### config.mk
export PLATFORM = sky130hd
export DESIGN_NAME = phy_link_supervisor
export DESIGN_NICKNAME = d
export VERILOG_FILES = /design/src/rtl/phy_link_supervisor_pkg.sv /design/src/rtl/phy_tx_mux.sv /design/src/rtl/phy_link_supervisor.sv
export SDC_FILE = /design/constraint.sdc
export NUM_CORES = 1
export LEC_CHECK = 0
export CAP_MARGIN = 25
export CORE_MARGIN = 3
export CORE_UTILIZATION = 47
export DETAILED_ROUTE_END_ITERATION = 10
export PLACE_DENSITY = 0.84
export SYNTH_ARGS = -nofsm -noshare
export SYNTH_HDL_FRONTEND = slang
export SYNTH_SLANG_ARGS = --single-unit
### constraint.sdc
create_clock -name clk -period 4.1 [get_ports clk]
set_input_delay 0.82 -clock clk [delete_from_list [all_inputs] [get_ports clk]]
set_output_delay 0.82 -clock clk [all_outputs]
set_load 0.05 [all_outputs]
### src/rtl/phy_link_supervisor_pkg.sv
// rtl/phy_link_supervisor_pkg.sv - state encodings, default timing constants and backoff helper
// Shared by phy_link_supervisor and phy_tx_mux. Defining SUPERVISOR_STATS_EN at build time
// adds the linkup_events / link_drops / last_attempt_cycles statistics ports to the top.
package phy_link_supervisor_pkg;

    typedef enum logic [2:0] {
        ST_DISABLED   = 3'd0,
        ST_HOLD_RESET = 3'd1,
        ST_WAIT_LINK  = 3'd2,
        ST_BACKOFF    = 3'd3,
        ST_SETTLE     = 3'd4,
        ST_ACTIVE     = 3'd5,
        ST_FAILED     = 3'd6
    } sup_state_e;

    localparam int unsigned DEF_RESET_HOLD        = 16;
    localparam int unsigned DEF_LINKUP_TIMEOUT    = 32'd1000000;
    localparam int unsigned DEF_SETTLE            = 32;
    localparam int unsigned DEF_BACKOFF_BASE      = 256;
    localparam int unsigned DEF_BACKOFF_SHIFT_MAX = 6;
    localparam int unsigned DEF_MAX_RETRIES       = 8;

    // Timer load for the backoff after failure number n (n >= 1): the backoff
    // doubles per failure until the shift cap, then stays flat.
    function automatic logic [31:0] backoff_load(input logic [31:0] base,
                                                 input logic [3:0]  shift_max,
                                                 input logic [3:0]  n);
        logic [3:0] sh;
        sh = n - 4'd1;
        if (sh > shift_max) begin
            sh = shift_max;
        end
        return (base << sh) - 32'd1;
    endfunction

endpackage

### src/rtl/phy_tx_mux.sv
// rtl/phy_tx_mux.sv - registered transmit selector between OOB controller and link layer
// Ports: clk, rst (sync, active-high); flush_i loads idle values; sel_ll_i picks the link
// layer; force_idle_i forces electrical idle on the OOB path; oob_* / ll_* are the two
// sources; tx_dout_o / tx_is_k_o / tx_elec_idle_o are the registered transceiver outputs.
module phy_tx_mux
    import phy_link_supervisor_pkg::*;
(
    input  logic        clk,
    input  logic        rst,
    input  logic        flush_i,
    input  logic        sel_ll_i,
    input  logic        force_idle_i,
    input  logic [31:0] oob_dout_i,
    input  logic        oob_is_k_i,
    input  logic        oob_elec_idle_i,
    input  logic [31:0] ll_dout_i,
    input  logic        ll_is_k_i,
    output logic [31:0] tx_dout_o,
    output logic        tx_is_k_o,
    output logic        tx_elec_idle_o
);

    logic [31:0] tx_dout_q;
    logic        tx_is_k_q;
    logic        tx_elec_idle_q;

    always_ff @(posedge clk) begin
        if (rst || flush_i) begin
            tx_dout_q      <= '0;
            tx_is_k_q      <= 1'b0;
            tx_elec_idle_q <= 1'b1;
        end else if (sel_ll_i) begin
            tx_dout_q      <= ll_dout_i;
            tx_is_k_q      <= ll_is_k_i;
            tx_elec_idle_q <= 1'b0;
        end else begin
            tx_dout_q      <= oob_dout_i;
            tx_is_k_q      <= oob_is_k_i;
            // A held-in-reset OOB controller must never wake the line.
            tx_elec_idle_q <= force_idle_i | oob_elec_idle_i;
        end
    end

    assign tx_dout_o      = tx_dout_q;
    assign tx_is_k_o      = tx_is_k_q;
    assign tx_elec_idle_o = tx_elec_idle_q;

endmodule

### src/rtl/phy_link_supervisor.sv
// rtl/phy_link_supervisor.sv - SATA PHY link-up supervisor with timed retries and exponential backoff
// Ports: clk, rst (sync, active-high), enable, restart, oob_linkup, oob_platform_error in;
// oob_rst out; OOB and link-layer transmit sources in; tx_dout / tx_is_k / tx_set_elec_idle
// out to the transceiver; phy_ready, link_failed, retry_count, sup_state status out.
// Build with SUPERVISOR_STATS_EN defined to add linkup_events, link_drops, last_attempt_cycles.
module phy_link_supervisor
    import phy_link_supervisor_pkg::*;
#(
    parameter int unsigned RESET_HOLD        = DEF_RESET_HOLD,
    parameter int unsigned LINKUP_TIMEOUT    = DEF_LINKUP_TIMEOUT,
    parameter int unsigned SETTLE            = DEF_SETTLE,
    parameter int unsigned BACKOFF_BASE      = DEF_BACKOFF_BASE,
    parameter int unsigned BACKOFF_SHIFT_MAX = DEF_BACKOFF_SHIFT_MAX,
    parameter int unsigned MAX_RETRIES       = DEF_MAX_RETRIES
) (
    input  logic        clk,
    input  logic        rst,
    input  logic        enable,
    input  logic        restart,
    input  logic        oob_linkup,
    input  logic        oob_platform_error,
    output logic        oob_rst,
    input  logic [31:0] oob_tx_dout,
    input  logic        oob_tx_is_k,
    input  logic        oob_tx_elec_idle,
    input  logic [31:0] ll_tx_dout,
    input  logic        ll_tx_is_k,
    output logic [31:0] tx_dout,
    output logic        tx_is_k,
    output logic        tx_set_elec_idle,
    output logic        phy_ready,
    output logic        link_failed,
    output logic [3:0]  retry_count,
    output logic [2:0]  sup_state
`ifdef SUPERVISOR_STATS_EN
    ,
    output logic [15:0] linkup_events,
    output logic [15:0] link_drops,
    output logic [31:0] last_attempt_cycles
`endif
);

    sup_state_e  state_q, state_d;
    logic [31:0] timer_q, timer_d;
    logic [3:0]  retry_q, retry_d;
    logic        fail;
    logic        link_lost;
    logic [3:0]  new_retry;

    assign link_lost = !oob_linkup || oob_platform_error;
    assign new_retry = (retry_q == 4'hF) ? 4'hF : retry_q + 4'd1;

    always_comb begin
        state_d = state_q;
        timer_d = (timer_q != 32'd0) ? timer_q - 32'd1 : 32'd0;
        retry_d = retry_q;
        fail    = 1'b0;

        case (state_q)
            ST_DISABLED: begin
                if (enable) begin
                    state_d = ST_HOLD_RESET;
                    timer_d = 32'(RESET_HOLD - 1);
                    retry_d = 4'd0;
                end
            end
            ST_HOLD_RESET: begin
                if (timer_q == 32'd0) begin
                    state_d = ST_WAIT_LINK;
                    timer_d = 32'(LINKUP_TIMEOUT - 1);
                end
            end
            ST_WAIT_LINK: begin
                if (oob_linkup) begin
                    state_d = ST_SETTLE;
                    timer_d = 32'(SETTLE - 1);
                end else if (timer_q == 32'd0) begin
                    fail = 1'b1;
                end
            end
            ST_SETTLE: begin
                if (link_lost) begin
                    fail = 1'b1;
                end else if (timer_q == 32'd0) begin
                    state_d = ST_ACTIVE;
                end
            end
            ST_ACTIVE: begin
                // A drop after link-up starts a fresh sequence, not a counted failure.
                if (link_lost) begin
                    state_d = ST_HOLD_RESET;
                    timer_d = 32'(RESET_HOLD - 1);
                    retry_d = 4'd0;
                end
            end
            ST_BACKOFF: begin
                if (timer_q == 32'd0) begin
                    state_d = ST_HOLD_RESET;
                    timer_d = 32'(RESET_HOLD - 1);
                end
            end
            ST_FAILED: begin
            end
            default: begin
                state_d = ST_DISABLED;
                timer_d = 32'd0;
            end
        endcase

        if (fail) begin
            retry_d = new_retry;
            if (new_retry == 4'(MAX_RETRIES)) begin
                state_d = ST_FAILED;
                timer_d = 32'd0;
            end else begin
                state_d = ST_BACKOFF;
                timer_d = backoff_load(32'(BACKOFF_BASE), 4'(BACKOFF_SHIFT_MAX), new_retry);
            end
        end

        // restart outranks failure/expiry; enable low outranks restart.
        if (restart && state_q != ST_DISABLED) begin
            state_d = ST_HOLD_RESET;
            timer_d = 32'(RESET_HOLD - 1);
            retry_d = 4'd0;
        end
        if (!enable) begin
            state_d = ST_DISABLED;
            timer_d = 32'd0;
            retry_d = retry_q;
        end
    end

    always_ff @(posedge clk) begin
        if (rst) begin
            state_q <= ST_DISABLED;
            timer_q <= 32'd0;
            retry_q <= 4'd0;
        end else begin
            state_q <= state_d;
            timer_q <= timer_d;
            retry_q <= retry_d;
        end
    end

    // Status flags are pure decodes of the registered state, so they change in
    // the same update that moves the state.
    assign oob_rst     = !(state_q == ST_WAIT_LINK || state_q == ST_SETTLE || state_q == ST_ACTIVE);
    assign phy_ready   = (state_q == ST_ACTIVE);
    assign link_failed = (state_q == ST_FAILED);
    assign retry_count = retry_q;
    assign sup_state   = state_q;

    phy_tx_mux u_tx_mux (
        .clk             (clk),
        .rst             (rst),
        .flush_i         (!enable),
        .sel_ll_i        (phy_ready),
        .force_idle_i    (oob_rst),
        .oob_dout_i      (oob_tx_dout),
        .oob_is_k_i      (oob_tx_is_k),
        .oob_elec_idle_i (oob_tx_elec_idle),
        .ll_dout_i       (ll_tx_dout),
        .ll_is_k_i       (ll_tx_is_k),
        .tx_dout_o       (tx_dout),
        .tx_is_k_o       (tx_is_k),
        .tx_elec_idle_o  (tx_set_elec_idle)
    );

`ifdef SUPERVISOR_STATS_EN
    logic [15:0] up_q;
    logic [15:0] drop_q;
    logic [31:0] att_q;
    logic [31:0] last_q;

    always_ff @(posedge clk) begin
        if (rst) begin
            up_q   <= '0;
            drop_q <= '0;
            att_q  <= '0;
            last_q <= '0;
        end else begin
            if (state_q == ST_SETTLE && state_d == ST_ACTIVE) begin
                if (up_q != 16'hFFFF) up_q <= up_q + 16'd1;
                last_q <= att_q;
            end
            if (state_q == ST_ACTIVE && state_d == ST_HOLD_RESET && link_lost) begin
                if (drop_q != 16'hFFFF) drop_q <= drop_q + 16'd1;
            end
            // Counts cycles spent in WAIT_LINK for the current attempt.
            if (state_q != ST_WAIT_LINK && state_d == ST_WAIT_LINK) begin
                att_q <= '0;
            end else if (state_q == ST_WAIT_LINK && att_q != 32'hFFFF_FFFF) begin
                att_q <= att_q + 32'd1;
            end
        end
    end

    assign linkup_events       = up_q;
    assign link_drops          = drop_q;
    assign last_attempt_cycles = last_q;
`endif

endmodule

==> out/qor.csv, run 1 <==
stage;metric;value;unit
worst_setup_path;Critical Path AT;3860;ps
sta;slew at the pin closest to its max-slew limit;578;ps
power_and_ir_drop;IR Drop Worst-Case VDD;0.000195;V
worst_setup_path;CP startpoint kind;flip-flop;
logic_synthesis;post-synth net total;546;
global_routing;pin count of the biggest net entering global routing;36;
sta;number of slew-limit violations in the final report;0;
drt;number of nets still failing antenna checks after routing;0;
global_routing;met2 track demand over resource;0.423;
layout;share of post-route cells with drive strength above 1;0.0790;
place;IO Port Bufs;116;
drt;post-detailed-route wirelength per cell;15.6;um
sta;crit share post-route;0.890;
global_routing;wire length of the first global-routing pass;17.5;mm
drt;overall routed net length;10.7;mm
layout;combined flip-flop and latch cell area;1460;um2
sta;Finish-stage setup viols;0;
clocking;Hold Buf Count CTS;0;
power_and_ir_drop;Leakage;1.98;nW
floorplanning;Die X;95.9;um
drt;drt pass-1 iters;5;
logic_synthesis;Main synth FF type;sky130_fd_sc_hd__dfxtp_1;
sta;clock period minus worst slack;3650;ps
worst_setup_path;end of the worst register-to-register path;timer_q[14]$_SDFF_PP0_;
worst_setup_path;data required time at the worst endpoint;4320;ps
worst_setup_path;startpoint of the most critical register-to-register path;retry_count[1]$_SDFFE_PP0P_;
clocking;clock-pin slew on the worst setup and hold paths;80;ps
drt;Iteration-0 DRC Markers;280;
global_routing;total global routing overflow;0;
worst_setup_path;crit end category;flip-flop;
clocking;TritonCTS clock tree;done;
place;final weighted congestion in routability-driven placement;0.869;
worst_setup_path;critical path fanouts, max;10;
floorplanning;area inside the core boundary;7770;um2
power_and_ir_drop;pwr dens;376;nW/um2
hold_path;start point of the worst min-delay path;timer_q[21]$_SDFF_PP0_;
layout;area taken by multi-input logic gates;2190;um2
global_routing;antenna violations before repair;0;
sta;unrepaired setup endpoints after global routing;no;
global_routing;via count of the first global-routing pass;3763;
hold_path;instance count along the most critical hold path;2;
layout;final antenna diode count;0;
sta;number of hold-slack violations in the final timing report;0;
job;Max Cap Viol;0;
floorplanning;I/O pin total;117;
sta;setup total negative slack;0;ps
worst_setup_path;category of the most critical setup path;flip-flop to flip-flop;
clocking;post-CTS setup buffer count;0;
floorplanning;Initial Util;0.489;
logic_synthesis;synthesized flop and latch total;73;
drt;detail-routed via count per cell;5.55;
worst_setup_path;worst setup slack for register-to-register paths;450;ps
global_routing;fraction of met3 tracks used by global routing;0.0938;
floorplanning;die area;9190;um2
clocking;H-Tree Depth;3;
power_and_ir_drop;total power;1.95;mW
logic_synthesis;gate count of the mapped netlist;468;
layout;most common cell after layout, fill and taps aside;sky130_fd_sc_hd__clkdlybuf4s50_1;
layout;synthesis-to-finish area growth;37.0;%
layout;nets@finish;655;
global_routing;most heavily used metal layer in global routing;met2;
global_routing;total global routing track utilization;0.245;
layout;fill cell instance count of the final layout;649;
sta;highest clock frequency the design can meet;0.274;GHz
clocking;latest clock arrival within the worst-skew pair;350;ps
worst_setup_path;Worst Reg2Reg Path Length in Cells;16;
sta;worst relative slew slack;0.614;
clocking;root buffer cell;sky130_fd_sc_hd__clkbuf_8;
floorplanning;Die Y;95.9;um
logic_synthesis;sequential area share after synthesis;0.385;
logic_synthesis;number of distinct library cell variants in the gate-level netlist after synthesis;66;
logic_synthesis;fraction of registers with async set or reset after synthesis;0;
clocking;buffers from clock root to sink, at most;2;
logic_synthesis;mean instance size in the synthesized netlist;8.11;um2
sta;Worst Clk Skew;9.61;ps
clocking;TritonCTS sink count;73;
drt;drt drc;0;
run_status;status;completed;
logic_synthesis;Ys Warns;0;
floorplanning;Core Rows;32;
clocking;CTS buffer count;9;
global_routing;routing usage on met1;0.267;
drt;vias after detailed routing;3798;
logic_synthesis;Cell Area, Synth;3800;um2
hold_path;class of the worst hold path;flip-flop to flip-flop;
layout;commonest cells after routing, fill and taps aside;sky130_fd_sc_hd__clkdlybuf4s50_1 (116), sky130_fd_sc_hd__nand2_1 (89), sky130_fd_sc_hd__dfxtp_1 (73), sky130_fd_sc_hd__a21oi_1 (46), sky130_fd_sc_hd__nor2_1 (31);
logic_synthesis;number of enable-type register cells in the synthesized netlist;0;
hold_path;worst hold path endpoint;timer_q[21]$_SDFF_PP0_;
place;HPWL after detailed placement;8.18;mm
==> timing repair <==
item,4_1_cts,5_1_grt
gates resized for setup,0,1
hold endpoints to repair,0,0
endpoints found under the setup margin,0,2
==> routing by layer <==
layer / vias up / share of wire
met4: 0 / 0.023
met1: 1766 / 0.39
met5: - / 0
met3: 23 / 0.089
met2: 132 / 0.50
li1: 1877 / -
==> sequential cells by signal, summed over array words and instances, names as in the netlist <==
| name | flops |
|---|---|
| timer_q | 32 |
| u_tx_mux.tx_dout_o | 32 |
| retry_count | 4 |
| sup_state | 3 |
| u_tx_mux.tx_elec_idle_o | 1 |
| u_tx_mux.tx_is_k_o | 1 |
==> power by group <==
part / internal, mW / leakage [nW] / switching [mW] / total (mW)
Clock: 0.279 / 0.0912 / 0.282 / 0.562
Sequential: 0.742 / 0.595 / 0.0369 / 0.779
Combinational: 0.270 / 1.29 / 0.343 / 0.613
==> critical path, cell delays in order, from the launching register on <==
cell and delay, ps:
sky130_fd_sc_hd__dfxtp_1 500, sky130_fd_sc_hd__ha_2 350, sky130_fd_sc_hd__nand3_1 90, sky130_fd_sc_hd__nand2_1 140
sky130_fd_sc_hd__clkinv_1 210, sky130_fd_sc_hd__ha_1 320, sky130_fd_sc_hd__and4b_1 200, sky130_fd_sc_hd__a211oi_1 210
sky130_fd_sc_hd__buf_4 180, sky130_fd_sc_hd__and3_1 250, sky130_fd_sc_hd__nand2_1 100, sky130_fd_sc_hd__ha_1 290
sky130_fd_sc_hd__nor2b_1 180, sky130_fd_sc_hd__nand3_1 90, sky130_fd_sc_hd__nor3b_1 60, sky130_fd_sc_hd__a211oi_1 220
sky130_fd_sc_hd__o22ai_1 120
==> area by class of cell <==
type | instances | share of cell area
Clock buffer | 9 | 0.0238
Clock inverter | 7 | 0.0137
Inverter | 9 | 0.00649
Multi-Input combinational cell | 364 | 0.422
Sequential cell | 73 | 0.281
Tap cell | 102 | 0.0245
Timing Repair Buffer | 120 | 0.229
==> worst max path at each step <==
stage	from	endpoint	slack [ps]	depth (start not counted)
finish	retry_count[1]$_SDFFE_PP0P_	timer_q[14]$_SDFF_PP0_	450	16
global route	retry_count[1]$_SDFFE_PP0P_	timer_q[14]$_SDFF_PP0_	40	16
CTS	retry_count[1]$_SDFFE_PP0P_	timer_q[14]$_SDFF_PP0_	390	16
detailed placement	retry_count[1]$_SDFFE_PP0P_	timer_q[14]$_SDFF_PP0_	430	16
global placement	retry_count[1]$_SDFFE_PP0P_	timer_q[14]$_SDFF_PP0_	590	16
floorplan	retry_count[1]$_SDFFE_PP0P_	timer_q[14]$_SDFF_PP0_	20	17
==> per-stage QoR <==
step                std cells  cell area (um2)  setup WS [ps]  utilization  hold WS [ps]
global placement          668             5000            588        0.644           501
CTS                       684             5200            390        0.669           541
global route              684             5200           40.9        0.670           576
finish                    684             5200            453        0.670           530
detailed placement        668             5000            425        0.644           518
floorplan                 468             3800           16.4            -           480
==> synthesized netlist by cell type (6+ instances only) <==
cell type,n,share of area
sky130_fd_sc_hd__nor2b_1,6,0.0099
sky130_fd_sc_hd__nand3_1,14,0.018
sky130_fd_sc_hd__nand2b_1,10,0.016
sky130_fd_sc_hd__or4_1,6,0.012
sky130_fd_sc_hd__o22ai_1,9,0.015
sky130_fd_sc_hd__clkbuf_1,16,0.016
sky130_fd_sc_hd__nor4_1,6,0.0099
sky130_fd_sc_hd__nor2_1,31,0.031
sky130_fd_sc_hd__nor3_1,13,0.017
sky130_fd_sc_hd__xor2_1,11,0.025
sky130_fd_sc_hd__inv_1,7,0.0069
sky130_fd_sc_hd__dfxtp_1,73,0.38
sky130_fd_sc_hd__nand2_1,89,0.088
sky130_fd_sc_hd__a21oi_1,46,0.061
sky130_fd_sc_hd__xnor2_1,15,0.035
sky130_fd_sc_hd__o21ai_0,20,0.026
sky130_fd_sc_hd__nor3b_1,7,0.014
==> kinds of logic after synthesis <==
logic type	share of synthesized area
simple gates	0.301
compound gates	0.197
fa+ha+maj	0.0165
flops	0.385
buf+inv	0.0382
mux	0.00264
xor+xnor	0.0600
No activity file was read; power rests on OpenSTA's default activity.
==> run 2, diff against run 1 <==
--- a/config.mk
+++ b/config.mk
@@ -9,6 +9,7 @@
 export CORE_MARGIN = 3
 export CORE_UTILIZATION = 47
 export DETAILED_ROUTE_END_ITERATION = 10
+export GPL_ROUTABILITY_DRIVEN = 0
 export PLACE_DENSITY = 0.84
 export SYNTH_ARGS = -nofsm -noshare
 export SYNTH_HDL_FRONTEND = slang
==> results of run 2 <==
Final layout, timing and power as in run 1 (identical DEF).
